`config.mk`:
```
export PLATFORM = sky130hd
export DESIGN_NAME = sort_32x8b_stream_ctrl
export DESIGN_NICKNAME = d
export VERILOG_FILES = /design/src/rtl/sort_32x8b_stream_ctrl.sv
export SDC_FILE = /design/constraint.sdc
export NUM_CORES = 1
export LEC_CHECK = 0
export CAP_MARGIN = 20
export CORE_ASPECT_RATIO = 0.9
export CORE_UTILIZATION = 51
export CTS_BUF_LIST = sky130_fd_sc_hd__clkbuf_16
export DETAILED_ROUTE_END_ITERATION = 7
export PLACE_DENSITY = 0.8
export RECOVER_POWER = 50
export SETUP_SLACK_MARGIN = 0.4
export SLEW_MARGIN = 20
export SYNTH_ARGS = -nofsm -noshare
export SYNTH_HDL_FRONTEND = slang
export SYNTH_SLANG_ARGS = --single-unit
```
`constraint.sdc`:
```
create_clock -name clk -period 4.61 [get_ports clk]
set_input_delay 0.922 -clock clk [delete_from_list [all_inputs] [get_ports clk]]
set_output_delay 0.922 -clock clk [all_outputs]
set_load 0.01 [all_outputs]
```
`src/rtl/sort_32x8b_stream_ctrl.sv`:
```
// Stream-side sequencer for the bitonic sorter: gathers one frame, hands it to the sorter,
// waits out the sorter latency, then streams the first len sorted elements back out.
module sort_32x8b_stream_ctrl #(
    parameter int            N        = 32,
    parameter int            W        = 8,
    parameter int            SORT_LAT = 0,
    parameter logic [W-1:0]  PAD      = {W{1'b1}}
) (
    input  logic             clk,
    input  logic             rst_n,
    input  logic             s_valid,
    output logic             s_ready,
    input  logic [W-1:0]     s_data,
    input  logic             s_last,
    output logic [N*W-1:0]   srt_data_o,
    output logic             srt_start_o,
    input  logic [N*W-1:0]   srt_data_i,
    output logic             m_valid,
    input  logic             m_ready,
    output logic [W-1:0]     m_data,
    output logic             m_last,
    output logic             busy,
    output logic [15:0]      frame_cnt
);

    localparam int IDX_W = $clog2(N);
    localparam int LEN_W = IDX_W + 1;
    localparam int LAT_W = (SORT_LAT > 0) ? $clog2(SORT_LAT + 1) : 1;

    typedef enum logic [1:0] {
        ST_FILL  = 2'd0,
        ST_SORT  = 2'd1,
        ST_DRAIN = 2'd2
    } state_e;

    state_e             state_q, state_d;
    logic [IDX_W-1:0]   wr_idx_q, wr_idx_d;
    logic [IDX_W-1:0]   rd_idx_q, rd_idx_d;
    logic [LEN_W-1:0]   len_q, len_d;
    logic [LAT_W-1:0]   lat_q, lat_d;
    logic [N*W-1:0]     buf_q, buf_d;
    logic [N*W-1:0]     res_q, res_d;
    logic [15:0]        frame_cnt_q, frame_cnt_d;

    logic               s_ready_q, s_ready_d;
    logic               srt_start_q, srt_start_d;
    logic               m_valid_q, m_valid_d;
    logic [W-1:0]       m_data_q, m_data_d;
    logic               m_last_q, m_last_d;
    logic               busy_q, busy_d;

    // Next-state logic for the frame sequencer and its datapath registers
    always_comb begin
        state_d     = state_q;
        wr_idx_d    = wr_idx_q;
        rd_idx_d    = rd_idx_q;
        len_d       = len_q;
        lat_d       = lat_q;
        buf_d       = buf_q;
        res_d       = res_q;
        frame_cnt_d = frame_cnt_q;

        case (state_q)
            ST_FILL: begin
                if (s_valid && s_ready_q) begin
                    buf_d[int'(wr_idx_q)*W +: W] = s_data;
                    wr_idx_d = wr_idx_q + IDX_W'(1);
                    // A full buffer ends the frame even without s_last
                    if (s_last || (wr_idx_q == IDX_W'(N - 1))) begin
                        len_d   = {1'b0, wr_idx_q} + LEN_W'(1);
                        lat_d   = '0;
                        state_d = ST_SORT;
                    end else begin
                        state_d = ST_FILL;
                    end
                end else begin
                    state_d = ST_FILL;
                end
            end
            ST_SORT: begin
                if (lat_q == LAT_W'(SORT_LAT)) begin
                    res_d    = srt_data_i;
                    rd_idx_d = '0;
                    state_d  = ST_DRAIN;
                end else begin
                    lat_d = lat_q + LAT_W'(1);
                end
            end
            ST_DRAIN: begin
                if (m_valid_q && m_ready) begin
                    if (m_last_q) begin
                        buf_d       = {N{PAD}};
                        wr_idx_d    = '0;
                        frame_cnt_d = frame_cnt_q + 16'd1;
                        state_d     = ST_FILL;
                    end else begin
                        rd_idx_d = rd_idx_q + IDX_W'(1);
                    end
                end else begin
                    state_d = ST_DRAIN;
                end
            end
            default: begin
                state_d = ST_FILL;
            end
        endcase
    end

    // Output registers are derived from next state so every port is a flop
    always_comb begin
        s_ready_d   = (state_d == ST_FILL);
        busy_d      = (state_d == ST_SORT) || (state_d == ST_DRAIN);
        srt_start_d = (state_q == ST_FILL) && (state_d == ST_SORT);
        m_valid_d   = (state_d == ST_DRAIN);
        if (state_d == ST_DRAIN) begin
            m_data_d = res_d[int'(rd_idx_d)*W +: W];
            m_last_d = ({1'b0, rd_idx_d} == (len_d - LEN_W'(1)));
        end else begin
            m_data_d = '0;
            m_last_d = 1'b0;
        end
    end

    // State, datapath and output registers
    always_ff @(posedge clk or negedge rst_n) begin
        if (!rst_n) begin
            state_q     <= ST_FILL;
            wr_idx_q    <= '0;
            rd_idx_q    <= '0;
            len_q       <= '0;
            lat_q       <= '0;
            buf_q       <= {N{PAD}};
            res_q       <= '0;
            frame_cnt_q <= 16'd0;
            s_ready_q   <= 1'b1;
            srt_start_q <= 1'b0;
            m_valid_q   <= 1'b0;
            m_data_q    <= '0;
            m_last_q    <= 1'b0;
            busy_q      <= 1'b0;
        end else begin
            state_q     <= state_d;
            wr_idx_q    <= wr_idx_d;
            rd_idx_q    <= rd_idx_d;
            len_q       <= len_d;
            lat_q       <= lat_d;
            buf_q       <= buf_d;
            res_q       <= res_d;
            frame_cnt_q <= frame_cnt_d;
            s_ready_q   <= s_ready_d;
            srt_start_q <= srt_start_d;
            m_valid_q   <= m_valid_d;
            m_data_q    <= m_data_d;
            m_last_q    <= m_last_d;
            busy_q      <= busy_d;
        end
    end

    assign s_ready     = s_ready_q;
    assign srt_data_o  = buf_q;
    assign srt_start_o = srt_start_q;
    assign m_valid     = m_valid_q;
    assign m_data      = m_data_q;
    assign m_last      = m_last_q;
    assign busy        = busy_q;
    assign frame_cnt   = frame_cnt_q;

endmodule
```
**Word level (Yosys, flattened, before mapping)**

Cells that the tools add are included.

- Register bits: 560
- Input port bits: 269
- Output and inout bits: 285
- Word-level logic and storage cells: 76

- Add/subtract/negate cells: 7
- Eq/ne operators: 10
- Shift-type cells: 3
- Muxes and demuxes: 30
- Reductions and logical operators: 12

Operator list:

| operator | count |
|---|---|
| $mux W256 | 5 |
| $pmux W256 S2 | 1 |
| $bwmux W256 | 1 |
| $shift A8 B33 Y256 const A | 1 |
| $shiftx A256 B9 Y8 | 1 |
| $shiftx A8 B33 Y256 | 1 |
| $neg A8 Y33 | 1 |
| $mux W5 | 6 |
| $pmux W5 S2 | 2 |
| $mux W6 | 3 |
| $add A16 B1 Y16 const B | 1 |
| $add A5 B1 Y5 const B | 2 |
| $mux W2 | 4 |
| $mux W8 | 1 |
| $ne A2 B2 Y1 const B | 4 |
| $add A5 B1 Y6 const B | 1 |
| $eq A5 B6 Y1 | 1 |
| $pmux W2 S3 | 1 |
| $reduce_and A3 Y1 | 2 |
| $sub A6 B1 Y6 const B | 1 |
| $eq A5 B5 Y1 const B | 1 |
| $mux W1 | 5 |
| $eq A2 B1 Y1 const B | 2 |
| $eq A2 B2 Y1 const B | 2 |
| 7 further kinds | 12 |

**Logic depth before layout (Yosys ltp)**

- Word-level depth: 8
- Mapped depth: 15

**Worst setup path before layout**

Ideal clock, no wire load.

- Kind: reg2reg
- Start: reg state_q[0]
- End: reg m_data_q[5] (netlist: m_data[5])
- Setup time: 0.073 ns
- Arrival time: 3.216 ns
- Path slack: 1.321 ns
- Stages on the path, launching flop included: 16
- Buffers on the path: 4
- Period minus slack after synthesis: 3.289 ns
- Path through: dfrtp_1 > inv_1 > ha_1 > clkbuf_1 > buf_2 > buf_1 > clkbuf_1 > and3_1 > a21oi_1 > inv_1 > ha_1 > inv_1 > or4_1 > nor4b_1 > a311oi_1 > nand4_1

- Elaborated cells between the ends (all ways): 12

RTL lines:

| item | RTL line | RTL |
|---|---|---|
| start: declaration | 36 | `state_e state_q, state_d;` |
| start signal: assignment | 142 | `state_q <= state_d;` |
| $eq A2 B2 Y1, or another cell as far along | 63 | `case (state_q)` |
| $pmux W2 S3 * | 63 |  |
| named net state_d[1] | 36 |  |
| $eq A2 B2 Y1 * | - |  |
| named net m_valid_d | 47 | `logic m_valid_q, m_valid_d;` |
| $mux W8 * | 115 | `if (state_d == ST_DRAIN) begin` |
| named net m_data_d[5] | 48 | `logic [W-1:0] m_data_q, m_data_d;` |
| end signal: assignment | 153 | `m_data_q <= m_data_d;` |
| end: declaration | 48 |  |

The timed path passes the listed nets; every way through them passes the cells marked *.
A chain may end at the register's enable or synchronous reset.

**Final worst setup path**

- Start: reg wr_idx_q[0]
- End: reg m_data_q[1] (netlist: m_data[1])

- Longest elaborated chain between the ends: 7

RTL lines:

| item | RTL line | RTL |
|---|---|---|
| start: declaration | 37 | `logic [IDX_W-1:0] wr_idx_q, wr_idx_d;` |
| start signal: assignment | 143 | `wr_idx_q <= wr_idx_d;` |
| $eq A5 B5 Y1 | 69 | `if (s_last \|\| (wr_idx_q == IDX_W'(N - 1))) begin` |
| $logic_or A1 B1 Y1 | 69 |  |
| $mux W1 | 69 |  |
| $mux W2 | 65 | `if (s_valid && s_ready_q) begin` |
| $pmux W2 S3 | 63 |  |
| $eq A2 B2 Y1 | - |  |
| named net m_valid_d | 47 |  |
| $mux W8 | 115 |  |
| named net m_data_d[1] | 48 |  |

The timed path passes the listed nets, and every way through them passes these cells.

==> metrics <==
status complete, but fails checks; failing checks capacitance limit, slew limit; core area 48300 um^2; met1 WL 31.5 mm; vias in the first global route 20191; maximum capacitance violations 2; first drt pass iteration count 6; Top Layer Used met5; critical path type reg2reg; Starting Density 52.2%; maximum vdd drop 0.384 mV; Tmin final 4.05 ns; CP max-delay cell nor4_2; cts repair resizes 0; final wirelength 78.5 mm; setup TNS 0 ns; met3 wire len 5.98 mm; WP data required 5.14 ns; DIE AREA 50400 um^2; clock tree buffer depth 3; Hold Crit Class reg2reg; GR Overflow Total 0; 1st-iter DRT viols 1704; Netlist cell types 64; CP Data Arrival Time 4.58 ns; Post-CTS Hold Buffers 0; ANT nets after route 0; CTS Sinks 559; Fin Clk Skew 0.0237 ns; final slew viol count 104; Buffers on Ports 553; crit end category flop; CTS H-Tree Depth 2; design area 33300 um^2; site row count 76; global-route wire length before repair 120 mm; CTS tree yes; WL/cell 23.4 um; Post-Place Cell Area 31500 um^2; Critical Path Max Stage Delay 0.99 ns; post-route core utilization 68.8%; leading register cell type out of synthesis dfrtp_1; Slew Limit Headroom -95.2%; Final Power 24.5 mW; vias 19730; Detailed Place HPWL 57.3 mm; async set-reset flop share out of synthesis 100%; sequential fraction of the synthesis area 56.7%; Final Hold Viols 0; Layout Nets 2962; largest net degree at the start of global routing 134; Setup Viol. Count Final 0; I/O Pins 554; CP startpoint kind flop; most used cell, CP ha_1; antenna violations before repair 2; syn nets 2433; fmax 247 MHz; TritonCTS buffer count 56; Cells after Synth 2150; Die Ht 213 um; Post-Syn Area per Cell 11.7 um^2; Die X 236 um; Reg clk slew, reported paths 0.06 ns; final period utilization 87.8%; setup repair bufs after CTS 0; mapped cell area 25200 um^2; Power Dens Cells 737 nW/um^2; Final GP Congestion 0.959; via/cell ratio 5.89; Tot GR Track Use 31.2%; Critical Path Fanout Max 15; critical path cell sequence clkbuf_1 > ha_1 > and3_1 > ha_1 > o21bai_1 > buf_4 > a21o_1 > ha_1 > inv_1 > nor4_2 > a311oi_1 > nand4_1; DR WL met2 36.8 mm; Slew @ Worst Pin 2.93 ns; area grow syn2layout 31.9%; Post-synth EDFFs 0; # DRC 0; register bit total from synthesis 559; commonest non-fill, non-tap cells in the layout clkdlybuf4s50_1 (551), dfrtp_1 (302), mux2_2 (298); layout cells sized above 1 27.5%; Worst-Skew Late Latency 0.61 ns; Pleak 13.6 nW; RSZ-0062 raised after global routing false; Syn. warnings 0; commonest non-fill, non-tap cell in the layout clkdlybuf4s50_1; Root Buffer clkbuf_16
Yosys cell counts, types with 3 or more instances:
| cell | number | area share, % |
|---|---|---|
| a21o_1 | 14 | 0.42 |
| a21oi_1 | 250 | 5.0 |
| a221oi_1 | 4 | 0.14 |
| a2bb2oi_1 | 3 | 0.10 |
| a311oi_1 | 6 | 0.21 |
| a31oi_1 | 9 | 0.22 |
| a41o_1 | 7 | 0.28 |
| a41oi_1 | 6 | 0.21 |
| and2_1 | 7 | 0.17 |
| and3_1 | 6 | 0.15 |
| and4b_1 | 5 | 0.20 |
| buf_1 | 18 | 0.27 |
| buf_2 | 32 | 0.63 |
| buf_4 | 3 | 0.089 |
| buf_6 | 3 | 0.13 |
| clkbuf_1 | 88 | 1.3 |
| dfrtp_1 | 302 | 30 |
| dfstp_2 | 257 | 27 |
| ha_1 | 14 | 0.69 |
| inv_1 | 25 | 0.37 |
| mux2_2 | 398 | 18 |
| mux2i_1 | 45 | 1.8 |
| nand2_1 | 145 | 2.2 |
| nand2b_1 | 8 | 0.20 |
| nand3_1 | 12 | 0.24 |
| nand4_1 | 10 | 0.25 |
| nor2_1 | 207 | 3.1 |
| nor2_2 | 8 | 0.20 |
| nor2b_1 | 3 | 0.074 |
| nor3_1 | 44 | 0.87 |
| nor4_1 | 6 | 0.15 |
| o211ai_1 | 26 | 0.77 |
| o21ai_0 | 23 | 0.46 |
| o21ai_1 | 5 | 0.099 |
| o31ai_1 | 3 | 0.089 |
| or2_2 | 27 | 0.67 |
| or3_1 | 36 | 0.89 |
| or4_1 | 31 | 0.92 |
| xnor2_1 | 18 | 0.63 |
| xor2_1 | 6 | 0.21 |
worst max-delay path: cells and delay by family, from the launching register on:
kind,cells,cell delay [ns]
fa+ha+maj,3,0.84
flops,1,0.36
buf+inv,3,0.66
simple gates,3,1.40
compound gates,3,0.70
through the flow:
stage	hold slack [ns]	cells	setup WS, ns
floorplan	0.446	2150	1.32
global placement	0.461	3245	0.496
detailed placement	0.469	3245	0.487
CTS	0.420	3347	0.830
global route	0.494	3347	0.317
finish	0.477	3348	0.561
layer usage:
| layer | up-vias | track usage, % |
|---|---|---|
| li1 | 8659 | - |
| met5 | - | 0 |
| met1 | 9882 | 41.2 |
| met3 | 231 | 6.05 |
| met2 | 956 | 49.5 |
| met4 | 2 | 15.7 |
flip-flops by register name (all words and copies together) (netlist names), 2 cells and up:
name and count:
res_q 256, srt_data_o 256, frame_cnt 16, m_data 8, len_q 6, rd_idx_q 5, wr_idx_q 5, state_q 2
logic make-up after synthesis:
logic type	synth area share, %
and+or+nand+nor	10.6
DFF	56.7
buffers and inverters	2.86
muxes	19.7
adders and majority gates	0.694
xor gates and xnor gates	0.898
AOI/OAI and AO/OA	8.47
layout make-up:
| type | count | area, um^2 |
|---|---|---|
| timing repair buffer | 615 | 6050 |
| antenna | 1 | 2.50 |
| clock buffer | 58 | 1450 |
| multi-input combinational | 1420 | 10200 |
| inverter | 27 | 108 |
| clock inverter | 44 | 305 |
| fill | 3408 | 15000 |
| sequential | 559 | 14300 |
| tap | 624 | 781 |
final timing paths:
| kind | from | end | slack, ns | cells past startpoint |
|---|---|---|---|---|
| min | frame_cnt[15]$_DFFE_PN0P_ | frame_cnt[15]$_DFFE_PN0P_ | 0.48 | 1 |
| min reg2reg | frame_cnt[15]$_DFFE_PN0P_ | frame_cnt[15]$_DFFE_PN0P_ | 0.48 | 1 |
| max in group asynchronous | rst_n | srt_data_o[74]$_DFFE_PN1P_ | 0.87 | 2 |
| max reg2reg | wr_idx_q[0]$_DFFE_PN0P_ | m_data[1]$_DFF_PN0_ | 0.56 | 12 |
| max | wr_idx_q[0]$_DFFE_PN0P_ | m_data[1]$_DFF_PN0_ | 0.56 | 12 |
| min in group asynchronous | rst_n | res_q[226]$_DFF_PN0_ | 1.24 | 1 |
power by group:
group,switching (mW),total [mW],internal [mW]
logic,5.83,11.0,5.18
clock network,1.91,4.40,2.49
registers,1.07,9.08,8.00
total,8.82,24.5,15.7
Note: power is estimated with default switching activity, not from simulation.
